===== config.mk =====
export PLATFORM = sky130hd
export DESIGN_NAME = hazard_sched_ctrl
export DESIGN_NICKNAME = d
export VERILOG_FILES = /design/src/rtl/hazard_pkg.sv /design/src/rtl/hazard_track_pipe.sv /design/src/rtl/hazard_sched_ctrl.sv
export SDC_FILE = /design/constraint.sdc
export NUM_CORES = 1
export LEC_CHECK = 0
export ABC_AREA = 1
export CORE_MARGIN = 1.5
export CORE_UTILIZATION = 40
export CTS_CLUSTER_SIZE = 14
export DETAILED_ROUTE_END_ITERATION = 10
export DONT_BUFFER_PORTS = 1
export PLACE_DENSITY = 0.64
export SKIP_LAST_GASP = 1
export SYNTH_ARGS = -nofsm -noshare
export SYNTH_HDL_FRONTEND = slang
export SYNTH_SLANG_ARGS = --single-unit

===== constraint.sdc =====
create_clock -name clk -period 2 [get_ports clk]
set_input_delay 0.4 -clock clk [delete_from_list [all_inputs] [get_ports clk]]
set_output_delay 0.4 -clock clk [all_outputs]
set_load 0.03 [all_outputs]

===== src/rtl/hazard_pkg.sv =====
// Shared types and constants for the decode-stage hazard scheduler.
// Used by hazard_track_pipe and hazard_sched_ctrl (optional macro: HAZARD_FWD_EN).
package hazard_pkg;

  // One in-flight instruction as seen from ID: valid, destination, RegWrite, MemRead.
  typedef struct packed {
    logic       v;
    logic [4:0] rd;
    logic       wr;
    logic       ld;
  } track_entry_t;

  // IF/ID flush sequencer states.
  typedef enum logic [0:0] {
    IDLE  = 1'b0,
    FLUSH = 1'b1
  } flush_state_t;

  // Operand source encodings driven on fwd_a / fwd_b.
  localparam logic [1:0] FWD_REG = 2'd0;
  localparam logic [1:0] FWD_EX  = 2'd1;
  localparam logic [1:0] FWD_MEM = 2'd2;

  // XZR reads as zero and is never a real dependency.
  localparam logic [4:0] ZERO_REG_DEF = 5'd31;

  // True when entry e will write register src (XZR excluded).
  function automatic logic entry_match(input track_entry_t e,
                                       input logic [4:0]   src,
                                       input logic [4:0]   zero_reg);
    return e.v & e.wr & (e.rd == src) & (src != zero_reg);
  endfunction

  // Youngest producer wins: EX result before MEM result before register file.
  function automatic logic [1:0] fwd_select(input logic hit_ex, input logic hit_mem);
    logic [1:0] sel;
    if (hit_ex) begin
      sel = FWD_EX;
    end else if (hit_mem) begin
      sel = FWD_MEM;
    end else begin
      sel = FWD_REG;
    end
    return sel;
  endfunction

endpackage


===== src/rtl/hazard_track_pipe.sv =====
// Shift register of in-flight destination records (entry 0 = EX stage) with
// per-entry match flags against the two ID-stage source registers.
module hazard_track_pipe
  import hazard_pkg::*;
#(
  parameter int         DEPTH    = 3,
  parameter logic [4:0] ZERO_REG = ZERO_REG_DEF
) (
  input  logic             clk,
  input  logic             rst,
  input  track_entry_t     load_entry,
  input  logic [4:0]       src_a,
  input  logic [4:0]       src_b,
  input  logic             src_b_used,
  output logic [DEPTH-1:0] match_a,
  output logic [DEPTH-1:0] match_b,
  output logic [DEPTH-1:0] ld_vec
);

  track_entry_t pipe [DEPTH];

  // Advance every cycle; the oldest entry simply falls off the end.
  always_ff @(posedge clk or posedge rst) begin
    if (rst) begin
      for (int i = 0; i < DEPTH; i++) begin
        pipe[i] <= '0;
      end
    end else begin
      pipe[0] <= load_entry;
      for (int i = 1; i < DEPTH; i++) begin
        pipe[i] <= pipe[i-1];
      end
    end
  end

  // Parallel compare of every tracked destination against both sources.
  always_comb begin
    for (int i = 0; i < DEPTH; i++) begin
      match_a[i] = entry_match(pipe[i], src_a, ZERO_REG);
      match_b[i] = src_b_used & entry_match(pipe[i], src_b, ZERO_REG);
      ld_vec[i]  = pipe[i].ld;
    end
  end

endmodule


===== src/rtl/hazard_sched_ctrl.sv =====
// Decode-stage pipeline scheduler: RAW hazard stall/bubble generation,
// operand forwarding selects and post-branch IF/ID flush sequencing.
// Optional macro HAZARD_FWD_EN: forwarding present, only load-use stalls.
module hazard_sched_ctrl
  import hazard_pkg::*;
#(
  parameter int         PIPE_DEPTH   = 3,
  parameter int         FLUSH_CYCLES = 2,
  parameter logic [4:0] ZERO_REG     = ZERO_REG_DEF
) (
  input  logic       clk,
  input  logic       rst,
  input  logic       id_valid,
  input  logic [4:0] id_rn,
  input  logic [4:0] id_rm,
  input  logic       id_rm_used,
  input  logic [4:0] id_rd,
  input  logic       id_reg_write,
  input  logic       id_mem_read,
  input  logic       ex_pcsrc,
  output logic       stall,
  output logic       bubble,
  output logic       flush,
  output logic [1:0] fwd_a,
  output logic [1:0] fwd_b
);

  // Remaining flush cycles after the current one; reload leaves FSM idle when only one is needed.
  localparam logic [1:0]   CNT_LOAD     = 2'(FLUSH_CYCLES - 1);
  localparam flush_state_t RELOAD_STATE = (FLUSH_CYCLES > 1) ? FLUSH : IDLE;

  flush_state_t    state;
  logic [1:0]      cnt;
  logic            flush_s;
  logic            stall_s;
  logic            hazard;
  logic [1:0]      fwd_a_s;
  logic [1:0]      fwd_b_s;
  track_entry_t    load_entry;
  logic [PIPE_DEPTH-1:0] match_a;
  logic [PIPE_DEPTH-1:0] match_b;
  logic [PIPE_DEPTH-1:0] ld_vec;
  logic [3:0]      ma_ext;
  logic [3:0]      mb_ext;
  logic            unused_track;

  hazard_track_pipe #(
    .DEPTH    (PIPE_DEPTH),
    .ZERO_REG (ZERO_REG)
  ) u_track (
    .clk        (clk),
    .rst        (rst),
    .load_entry (load_entry),
    .src_a      (id_rn),
    .src_b      (id_rm),
    .src_b_used (id_rm_used),
    .match_a    (match_a),
    .match_b    (match_b),
    .ld_vec     (ld_vec)
  );

  // Widen match vectors so stage 1 can be referenced for any depth.
  always_comb begin
    ma_ext = 4'(match_a);
    mb_ext = 4'(match_b);
  end

  // Entries beyond those needed for the selected hazard policy are intentionally ignored.
  assign unused_track = ^{ma_ext, mb_ext, ld_vec};

  // Flush FSM: flush is asserted in the branch cycle itself, then held by the counter.
  always_ff @(posedge clk or posedge rst) begin
    if (rst) begin
      state <= IDLE;
      cnt   <= 2'd0;
    end else begin
      case (state)
        IDLE: begin
          if (ex_pcsrc) begin
            state <= RELOAD_STATE;
            cnt   <= CNT_LOAD;
          end else begin
            state <= IDLE;
            cnt   <= 2'd0;
          end
        end
        FLUSH: begin
          if (ex_pcsrc) begin
            state <= RELOAD_STATE;
            cnt   <= CNT_LOAD;
          end else if (cnt <= 2'd1) begin
            state <= IDLE;
            cnt   <= 2'd0;
          end else begin
            state <= FLUSH;
            cnt   <= cnt - 2'd1;
          end
        end
        default: begin
          state <= IDLE;
          cnt   <= 2'd0;
        end
      endcase
    end
  end

  // Hazard detection and forwarding selection for the ID-stage operands.
  always_comb begin
`ifdef HAZARD_FWD_EN
    hazard  = ld_vec[0] & (match_a[0] | match_b[0]);
    fwd_a_s = fwd_select(ma_ext[0], ma_ext[1]);
    fwd_b_s = fwd_select(mb_ext[0], mb_ext[1]);
`else
    hazard  = |{match_a, match_b};
    fwd_a_s = FWD_REG;
    fwd_b_s = FWD_REG;
`endif
  end

  // Output gating: reset forces quiet outputs, flush overrides stall.
  always_comb begin
    if (rst) begin
      flush_s = 1'b0;
      stall_s = 1'b0;
      fwd_a   = FWD_REG;
      fwd_b   = FWD_REG;
    end else begin
      flush_s = ex_pcsrc | (state == FLUSH);
      stall_s = id_valid & hazard & ~flush_s;
      fwd_a   = fwd_a_s;
      fwd_b   = fwd_b_s;
    end
    stall  = stall_s;
    flush  = flush_s;
    bubble = stall_s | flush_s;
  end

  // Next EX-stage record: the ID instruction only if it actually advances.
  always_comb begin
    load_entry.v  = id_valid & ~stall_s & ~flush_s;
    load_entry.rd = id_rd;
    load_entry.wr = id_reg_write;
    load_entry.ld = id_mem_read;
  end

endmodule


==> impl_results.rst, run 1 <==
.. list-table::
   :header-rows: 1

   * - Metric
     - Value
   * - Status
     - finished, final reports clean
   * - Number of antenna violations at the first check in global routing
     - 0
   * - Reg2reg path depth
     - 10
   * - Maximum count of clock buffers along a single path
     - 2
   * - Placement Cell Area
     - 1250 sq um
   * - Required time at the worst-slack endpoint
     - 1.60 ns
   * - Placed Instances
     - 179
   * - Hold path endpoint
     - u_track.pipe[20]$_DFF_PP0_
   * - Register cell area after layout
     - 601 sq um
   * - Category of the worst setup path capture point
     - output pin
   * - Global-route congestion overflow total
     - 0
   * - Post-route fraction of the period consumed by the critical path
     - 98.8%
   * - Filler-free cell count of the finished design
     - 184
   * - CTS tree
     - done
   * - Instance count of the mapped netlist
     - 148
   * - Fillcell total
     - 278
   * - Area delta synth->final
     - 9.70%
   * - Fin. max-slew vios
     - 0
   * - Antenna fix cells
     - 0
   * - Core outline area
     - 2830 sq um
   * - Die area
     - 3400 sq um
   * - Highest ir drop seen on vdd
     - 334 uV
   * - Clock root buffer master
     - sky130_fd_sc_hd__clkbuf_4
   * - Worst reg2reg endpoint
     - u_track.pipe[23]$_DFF_PP0_
   * - Leakage power
     - 0.698 nW
   * - R2r setup slk
     - 0.61 ns
   * - Clock H-tree levels
     - 1
   * - Effective utilization at floorplan
     - 43.3%
   * - Die W
     - 58.3 um
   * - Post-layout nets
     - 176
   * - Final Hold Vio Count
     - 0
   * - Netlist Area Pre-Place
     - 1220 sq um
   * - Min Clock Period, post-route
     - 1.98 ns
   * - Peak clock frequency supported by timing
     - 506 MHz
   * - DRC marker count from the first detailed-route iteration
     - 29
   * - Postcts setup bufs
     - 0
   * - Count of port buffers added during placement
     - 0
   * - Via Count
     - 848
   * - Setup violations, final
     - 0
   * - Clk_skew
     - 0.00222 ns
   * - Largest net degree at the start of global routing
     - 25
   * - Layout cell share with drive strength beyond 1
     - 12.4%
   * - Routability congestion estimate
     - 0.854
   * - Number of iterations in the first detailed-routing pass
     - 4
   * - Drt drc
     - 0
   * - Startpoint of the worst hold path
     - id_rd[2]
   * - Post-synthesis register bit count
     - 24
   * - Path type of the worst min-delay path
     - in -> reg
   * - Highest fanout seen on the critical path
     - 3
   * - Register area share after synthesis
     - 49.0%
   * - First-pass GRT wire length
     - 3820 um
   * - Startpoint Class
     - register
   * - Worst Hold Slack
     - 0.0975 ns
   * - RSZ-0062 raised after global routing
     - true
   * - Post-detail-place hpwl
     - 1830 um
   * - Number of rows created at floorplan
     - 19
   * - Worst reg2reg startpoint
     - u_track.pipe[18]$_DFF_PP0_
   * - Most common cell after layout, fill and taps aside
     - sky130_fd_sc_hd__nand2_1
   * - Post-DR wirelength/cell
     - 12.5 um
   * - Worst setup path class
     - reg -> out
   * - All-Layer GR Usage
     - 15.0%
   * - Average instance area after synthesis
     - 8.28 sq um
   * - Netlist cell types
     - 19
   * - Overall routed net length
     - 2300 um
   * - Multi-input combinational cell area
     - 557 sq um
   * - Total I/O pin count
     - 29
   * - Yosys warning total
     - 0
   * - Non-Filler Cell Area, Final
     - 1340 sq um
   * - TritonCTS Buffers
     - 3
   * - Pwr dens
     - 743 nW/um^2
   * - Post-detailed-route count of antenna-violating nets
     - 0
   * - Crit path DAT
     - 1.58 ns
   * - Worst skew pair latency
     - 0.31 ns
   * - Total of max-cap violations
     - 0
   * - CTS sink cnt
     - 24
   * - Number of global-route vias before repair
     - 851
   * - Drt via density
     - 4.61
   * - Clock transition time at the flip-flop clock pins of the worst setup and hold paths
     - 0.13 ns
   * - Vertical die dimension
     - 58.3 um
   * - Highest-count cells in the layout ignoring fill and taps
     - sky130_fd_sc_hd__nand2_1, sky130_fd_sc_hd__nor2_1, sky130_fd_sc_hd__dfrtp_1, sky130_fd_sc_hd__xor2_1, sky130_fd_sc_hd__inv_1
   * - Number of stages on the worst hold path
     - 0
worst max-delay path, stage by stage, from the launching register on:
cell and delay [ns]:
sky130_fd_sc_hd__dfrtp_1 0.44, sky130_fd_sc_hd__xnor2_1 0.16, sky130_fd_sc_hd__nand2_1 0.09, sky130_fd_sc_hd__nor2_1 0.12
sky130_fd_sc_hd__nand3_2 0.06, sky130_fd_sc_hd__nand2_1 0.07, sky130_fd_sc_hd__nand2_2 0.05, sky130_fd_sc_hd__nand3_2 0.08
sky130_fd_sc_hd__nand2_4 0.08, sky130_fd_sc_hd__nand2_8 0.11
flip-flops by register name, indices dropped and copies added, names as in the netlist:
| register | flops |
|---|---|
| state | 1 |
| u_track.pipe | 21 |
| cnt | 2 |
metal layers:
| metal | vias to the layer above | wire, um | share of wire (%) | global-route usage [%] |
|---|---|---|---|---|
| li1 | 445 | - | - | - |
| met1 | 371 | 1020 | 44 | 20.8 |
| met2 | 30 | 1030 | 45 | 22.0 |
| met3 | 2 | 233 | 10 | 7.03 |
| met4 | 0 | 17 | 0.74 | 2.33 |
| met5 | - | 0 | 0 | 0 |
kinds of logic (layout without fill, tap and decap cells):
family	after synthesis	in the layout	synth area share, %
flip-flops	24	24	49.0
other	1	4	0.306
AO/OA/AOI/OAI	4	4	1.84
XOR/XNOR	19	19	13.6
AND/OR/NAND/NOR	76	76	26.7
buffers and inverters	24	26	8.58
through the flow:
stage | utilization [%] | setup TNS, ns | total power, mW | setup WS, ns
after floorplan | - | 0 | 0.638 | 0.430
after global placement | 44.3 | 0 | 0.652 | 0.334
after detailed placement | 44.3 | 0 | 0.656 | 0.327
after CTS | 46.7 | 0 | 1.01 | 0.00581
after global routing | 47.5 | -0.213 | 1.05 | -0.111
final | 47.5 | 0 | 0.998 | 0.0250
cell type report:
class | count | share of cell area, %
sequential | 24 | 44.7
multi-input combinational | 103 | 41.4
inverter | 20 | 5.77
clock buffer | 3 | 1.68
tap | 31 | 2.89
timing repair buffer | 2 | 1.30
clock inverter | 1 | 2.23
power by group:
group	leakage [nW]	internal, mW	switching (mW)
combinational	0.386	0.0453	0.0769
clock	0.0279	0.203	0.143
sequential	0.285	0.510	0.0211
repair_timing:
item	in CTS	in global routing
hold buffers	1	0
pin swaps	0	3
endpoints found under the setup margin	2	2
resized for setup	3	5
hold endpoints to repair	14	0
cloned	0	0
cells in the mapped netlist, drive strengths merged:
cell / instances / area (sq um)
nand2: 37 / 146
nor2: 26 / 100
dfrtp: 24 / 601
inv: 18 / 67.6
xor2: 14 / 123
nand3: 10 / 60.1
xnor2: 5 / 43.8
buf: 4 / 30.0
nor3: 3 / 20.0
o21ai: 3 / 15.0
clkinv: 2 / 7.51
conb: 1 / 3.75
o21a: 1 / 7.51
worst max-delay path by stage:
stage	slack (ns)	endpoint	start
after floorplan	0.43	bubble	ex_pcsrc
after global placement	0.33	stall	u_track.pipe[18]$_DFF_PP0_
after detailed placement	0.33	stall	u_track.pipe[18]$_DFF_PP0_
after CTS	0.006	stall	u_track.pipe[13]$_DFF_PP0_
after global routing	-0.11	bubble	u_track.pipe[12]$_DFF_PP0_
final	0.02	bubble	u_track.pipe[18]$_DFF_PP0_
Power figures use the tool's default switching activity.
==> run 2, diff against run 1 <==
CORE_MARGIN = default   (was 1.5)
PLACE_DENSITY = 0.57   (was 0.64)
==> impl_results.rst, run 2 (synthesis gave the netlist of run 1 again) <==
.. list-table::
   :header-rows: 1

   * - Metric
     - Value
   * - Highest ir drop seen on vdd
     - 550 uV
   * - Peak clock frequency supported by timing
     - 510 MHz
   * - Setup violations, final
     - 0
   * - Number of global-route vias before repair
     - 833
   * - Register cell area after layout
     - 601 sq um
   * - Final cell utilization of the core
     - 47.9%
   * - Fillcell total
     - 279
   * - Area delta synth->final
     - 10.7%
   * - Clock root buffer master
     - sky130_fd_sc_hd__clkbuf_4
   * - Post-placement worst setup slack
     - 0.280 ns
   * - Biggest registers after layout
     - u_track.pipe x21, cnt x2, state x1
   * - Clock transition time at the flip-flop clock pins of the worst setup and hold paths
     - 0.13 ns
   * - Post-route fraction of the period consumed by the critical path
     - 98.0%
   * - Min Clock Period, post-route
     - 1.96 ns
   * - CTS tree
     - done
   * - Pwr dens
     - 735 nW/um^2
   * - Post-detail-place hpwl
     - 1760 um
   * - Startpoint Class
     - register
   * - All-Layer GR Usage
     - 14.8%
   * - Flip-flop count of the largest register, all copies and words added
     - 21
   * - Antenna fix cells
     - 0
   * - Vertical die dimension
     - 57.3 um
   * - Via Count
     - 868
   * - Number of iterations in the first detailed-routing pass
     - 7
   * - Required time at the worst-slack endpoint
     - 1.60 ns
   * - Routability congestion estimate
     - 0.862
   * - Crit path DAT
     - 1.56 ns
   * - Fin Setup TNS
     - 0 ns
   * - Die W
     - 57.3 um
   * - Post-layout nets
     - 176
   * - Maximum count of clock buffers along a single path
     - 2
   * - Filler-free cell count of the finished design
     - 184
   * - Drt drc
     - 4
   * - Worst skew pair latency
     - 0.31 ns
   * - Number of rows created at floorplan
     - 19
   * - Effective utilization at floorplan
     - 43.3%
   * - Category of the worst setup path capture point
     - output pin
   * - Drt via density
     - 4.72
   * - Worst setup path class
     - reg -> out
   * - Path type of the worst min-delay path
     - in -> async
   * - RSZ-0062 raised after global routing
     - true
   * - Clock H-tree levels
     - 1
   * - First-pass GRT wire length
     - 3650 um
   * - DRC marker count from the first detailed-route iteration
     - 42
   * - Global-route congestion overflow total
     - 0
   * - Final Hold Vio Count
     - 1
   * - Least setup slack across all paths after layout
     - 0.0395 ns
   * - Register with the most flip-flops
     - u_track.pipe
   * - Count of hold buffers inserted by post-cts repair
     - 0
   * - Count of port buffers added during placement
     - 0
   * - Total I/O pin count
     - 29
   * - Die area
     - 3290 sq um
   * - CTS sink cnt
     - 24
   * - Overall routed net length
     - 2190 um
   * - Fin. max-slew vios
     - 0
   * - Highest fanout seen on the critical path
     - 3
   * - Failing checks
     - DRC, hold timing
   * - Clk_skew
     - 0.00703 ns
   * - Core outline area
     - 2830 sq um
   * - Multi-input combinational cell area
     - 569 sq um
   * - Post-DR wirelength/cell
     - 11.9 um
   * - Most common cell after layout, fill and taps aside
     - sky130_fd_sc_hd__nand2_1
   * - Status
     - finished with violations
   * - Largest net degree at the start of global routing
     - 25
   * - Number of antenna violations at the first check in global routing
     - 0
   * - Worst Hold Slack
     - -0.00247 ns
   * - TritonCTS Buffers
     - 3
   * - Layout cell share with drive strength beyond 1
     - 14.4%
   * - Leakage power
     - 0.704 nW
   * - Placed Instances
     - 180
   * - Highest-count cells in the layout ignoring fill and taps
     - sky130_fd_sc_hd__nand2_1, sky130_fd_sc_hd__nor2_1, sky130_fd_sc_hd__dfrtp_1, sky130_fd_sc_hd__inv_1, sky130_fd_sc_hd__xor2_1
   * - Total of max-cap violations
     - 0
   * - Post-detailed-route count of antenna-violating nets
     - 0
run 2: per-layer routing:
layer  routed length (um)  track usage [%]  vias to the layer above
met5                    0                0                        -
met4                   17             3.14                        0
met3                  157             5.22                        2
met2                 1040             23.4                       30
met1                  976             19.8                      386
li1                     -                -                      450
run 2: worst paths after layout:
| kind | cells after the start | to | slack (ns) | start |
|---|---|---|---|---|
| hold reg to reg | 0 | u_track.pipe[9]$_DFF_PP0_ | 0.40 | u_track.pipe[17]$_DFF_PP0_ |
| setup / recovery | 9 | bubble | 0.04 | u_track.pipe[18]$_DFF_PP0_ |
| min in group clk | 0 | u_track.pipe[20]$_DFF_PP0_ | 0.10 | id_rd[2] |
| setup reg to reg | 10 | u_track.pipe[23]$_DFF_PP0_ | 0.63 | u_track.pipe[18]$_DFF_PP0_ |
| hold / removal | 2 | u_track.pipe[17]$_DFF_PP0_ | -0.002 | rst |
| max in group asynchronous | 2 | u_track.pipe[18]$_DFF_PP0_ | 1.75 | rst |
run 2: per-stage QoR:
step / power, mW / instance area [sq um]
3_5_place_dp: 0.657 / 1260
3_3_place_gp: 0.655 / 1260
6_report: 0.996 / 1360
2_1_floorplan: 0.638 / 1240
5_1_grt: 1.04 / 1360
4_1_cts: 1.01 / 1340
run 2: area by class of cell:
cell class | count | area share, %
well taps | 31 | 2.86
multi-input cells | 103 | 42.0
repair buffers | 2 | 1.11
clock buffers | 3 | 1.66
clock inverters | 1 | 2.21
inverters | 20 | 5.90
flip-flops and latches | 24 | 44.3
run 2: what timing repair did:
action                                  4_1_cts  5_1_grt
pin swaps                                     4        3
gates resized for setup                       6        5
endpoints found under the setup margin        2        2
buffers inserted                              0        0
run 2: worst max-delay path, stage by stage, from the launching register on:
cell	delay, ns
sky130_fd_sc_hd__dfrtp_1	0.44
sky130_fd_sc_hd__xnor2_1	0.20
sky130_fd_sc_hd__nand2_1	0.07
sky130_fd_sc_hd__nor2_1	0.09
sky130_fd_sc_hd__nand2_1	0.07
sky130_fd_sc_hd__nand2_2	0.07
sky130_fd_sc_hd__nand2_2	0.04
sky130_fd_sc_hd__nand3_2	0.07
sky130_fd_sc_hd__nand2_4	0.09
sky130_fd_sc_hd__nand2_8	0.10
run 2: power breakdown:
group	switching [mW]	internal, mW
logic	0.0765	0.0481
clock network	0.139	0.203
registers	0.0208	0.510
==> run 3, diff against run 2 <==
CORE_ASPECT_RATIO = 1.1   (was default)
==> impl_results.rst, run 3 (synthesis gave the netlist of run 1 again) <==
.. list-table::
   :header-rows: 1

   * - Metric
     - Value
   * - Flip-flop count of the largest register, all copies and words added
     - 21
   * - Maximum count of clock buffers along a single path
     - 2
   * - Number of iterations in the first detailed-routing pass
     - 4
   * - Least setup slack across all paths after layout
     - -0.00190 ns
   * - Peak clock frequency supported by timing
     - 500 MHz
   * - Min Clock Period, post-route
     - 2.00 ns
   * - First-pass GRT wire length
     - 3620 um
   * - Number of antenna violations at the first check in global routing
     - 0
   * - DRC marker count from the first detailed-route iteration
     - 24
   * - Drt drc
     - 0
   * - Category of the worst setup path capture point
     - output pin
   * - Non-Filler Cell Area, Final
     - 1360 sq um
   * - Clk_skew
     - 0.00383 ns
   * - Startpoint Class
     - register
   * - Post-DR wirelength/cell
     - 12.3 um
   * - Reg2reg path depth
     - 10
   * - Worst setup path class
     - reg -> out
   * - R2r setup slk
     - 0.59 ns
   * - Register with the most flip-flops
     - u_track.pipe
   * - Crit path DAT
     - 1.60 ns
   * - RSZ-0062 raised after global routing
     - true
   * - CTS sink cnt
     - 24
   * - Area delta synth->final
     - 10.9%
   * - Timing startpoint of the critical path
     - u_track.pipe[13]$_DFF_PP0_
   * - Clock H-tree levels
     - 1
   * - Worst reg2reg endpoint
     - u_track.pipe[23]$_DFF_PP0_
   * - Fillcell total
     - 279
   * - Postcts setup bufs
     - 0
   * - Filler-free cell count of the finished design
     - 187
   * - Setup violations, final
     - 1
   * - Required time at the worst-slack endpoint
     - 1.60 ns
   * - Power after layout
     - 1.00 mW
   * - Multi-input combinational cell area
     - 562 sq um
   * - Routability congestion estimate
     - 0.838
   * - CTS tree
     - done
   * - Leakage power
     - 0.707 nW
   * - Worst setup path endpoint
     - stall
   * - Effective utilization at floorplan
     - 43.3%
   * - Post-detailed-route count of antenna-violating nets
     - 0
   * - Die W
     - 54.8 um
   * - Overall routed net length
     - 2300 um
   * - Worst skew pair latency
     - 0.31 ns
   * - Number of rows created at floorplan
     - 20
   * - Drt via density
     - 4.80
   * - Highest-count cells in the layout ignoring fill and taps
     - sky130_fd_sc_hd__nand2_1, sky130_fd_sc_hd__nor2_1, sky130_fd_sc_hd__dfrtp_1, sky130_fd_sc_hd__inv_1, sky130_fd_sc_hd__xor2_1
   * - Clock root buffer master
     - sky130_fd_sc_hd__clkbuf_4
   * - Fin. max-slew vios
     - 0
   * - Pwr dens
     - 736 nW/um^2
   * - Die area
     - 3290 sq um
   * - Core outline area
     - 2830 sq um
   * - Clock transition time at the flip-flop clock pins of the worst setup and hold paths
     - 0.13 ns
   * - Failing checks
     - setup timing
   * - Layout cell share with drive strength beyond 1
     - 13.0%
   * - Post-route fraction of the period consumed by the critical path
     - 100%
   * - Path type of the worst min-delay path
     - in -> reg
   * - Largest net degree at the start of global routing
     - 25
   * - Status
     - finished with violations
   * - Vertical die dimension
     - 60.0 um
   * - Total I/O pin count
     - 29
   * - Final Hold Vio Count
     - 0
   * - Antenna fix cells
     - 0
   * - Highest ir drop seen on vdd
     - 640 uV
   * - Via Count
     - 897
   * - All-Layer GR Usage
     - 15.9%
   * - Placed Instances
     - 182
   * - Total of max-cap violations
     - 0
   * - Post-detail-place hpwl
     - 1790 um
   * - Global-route congestion overflow total
     - 0
   * - TritonCTS Buffers
     - 3
   * - Count of port buffers added during placement
     - 0
   * - Highest fanout seen on the critical path
     - 3
   * - Post-layout nets
     - 177
   * - Most common cell after layout, fill and taps aside
     - sky130_fd_sc_hd__nand2_1
   * - Worst Hold Slack
     - 0.0962 ns
   * - Number of global-route vias before repair
     - 886
   * - Biggest registers after layout
     - u_track.pipe x21, cnt x2, state x1
   * - Worst reg2reg startpoint
     - u_track.pipe[13]$_DFF_PP0_
   * - Placement Cell Area
     - 1260 sq um
   * - Register cell area after layout
     - 601 sq um
run 3: worst min path at each step:
stage / start / to / slack (ns) / cells after the start
detailed placement: rst / u_track.pipe[15]$_DFF_PP0_ / 0.36 / 2
global route: id_rd[2] / u_track.pipe[20]$_DFF_PP0_ / 0.06 / 0
finish: id_rd[0] / u_track.pipe[18]$_DFF_PP0_ / 0.1 / 0
global placement: rst / u_track.pipe[23]$_DFF_PP0_ / 0.35 / 2
CTS: id_rd[2] / u_track.pipe[20]$_DFF_PP0_ / 0.08 / 0
floorplan: rst / cnt[0]$_DFF_PP0_ / 0.28 / 1
run 3: repair_timing:
action | CTS | global route
endpoints found under the hold margin | 2 | 0
endpoints found under the setup margin | 2 | 2
gates resized for setup | 6 | 2
pin swaps | 4 | 4
hold buffers | 1 | 0
run 3: routing by layer:
layer	GRT usage (%)	vias to the layer above	routed length (um)
li1	-	446	-
met1	18.6	415	942
met2	25.3	32	1110
met3	6.87	4	208
met4	5.86	0	35
met5	0	-	0
run 3: cell type report:
| cell class | instances | share of cell area, % |
|---|---|---|
| clock buffers | 3 | 1.66 |
| inverters | 20 | 5.71 |
| well taps | 33 | 3.04 |
| multi-input cells | 103 | 41.3 |
| flip-flops and latches | 24 | 44.2 |
| repair buffers | 3 | 1.84 |
| clock inverters | 1 | 2.21 |
run 3: per-stage QoR:
step	setup TNS (ns)	setup WS (ns)	utilization, %
6_report	-0.00190	-0.00190	48.1
5_1_grt	-0.266	-0.138	48.1
4_1_cts	-0.0950	-0.0494	47.7
3_5_place_dp	0	0.245	44.6
3_3_place_gp	0	0.295	44.6
2_1_floorplan	0	0.430	-
run 3: power breakdown:
part | total, mW | leakage [nW] | internal, mW | switching, mW
clock | 0.344 | 0.0279 | 0.203 | 0.141
sequential | 0.531 | 0.285 | 0.510 | 0.0214
combinational | 0.125 | 0.394 | 0.0486 | 0.0767
total | 1.00 | 0.707 | 0.761 | 0.239
run 3: worst max-delay path: stages (launching register included):
cell and delay (ns):
sky130_fd_sc_hd__dfrtp_1 0.43, sky130_fd_sc_hd__inv_1 0.10, sky130_fd_sc_hd__nor2_1 0.04, sky130_fd_sc_hd__nor3_1 0.20, sky130_fd_sc_hd__nand3_1 0.10, sky130_fd_sc_hd__nand2_1 0.08, sky130_fd_sc_hd__nand2_1 0.06, sky130_fd_sc_hd__nand3_2 0.09
sky130_fd_sc_hd__nand2_4 0.08, sky130_fd_sc_hd__inv_4 0.10
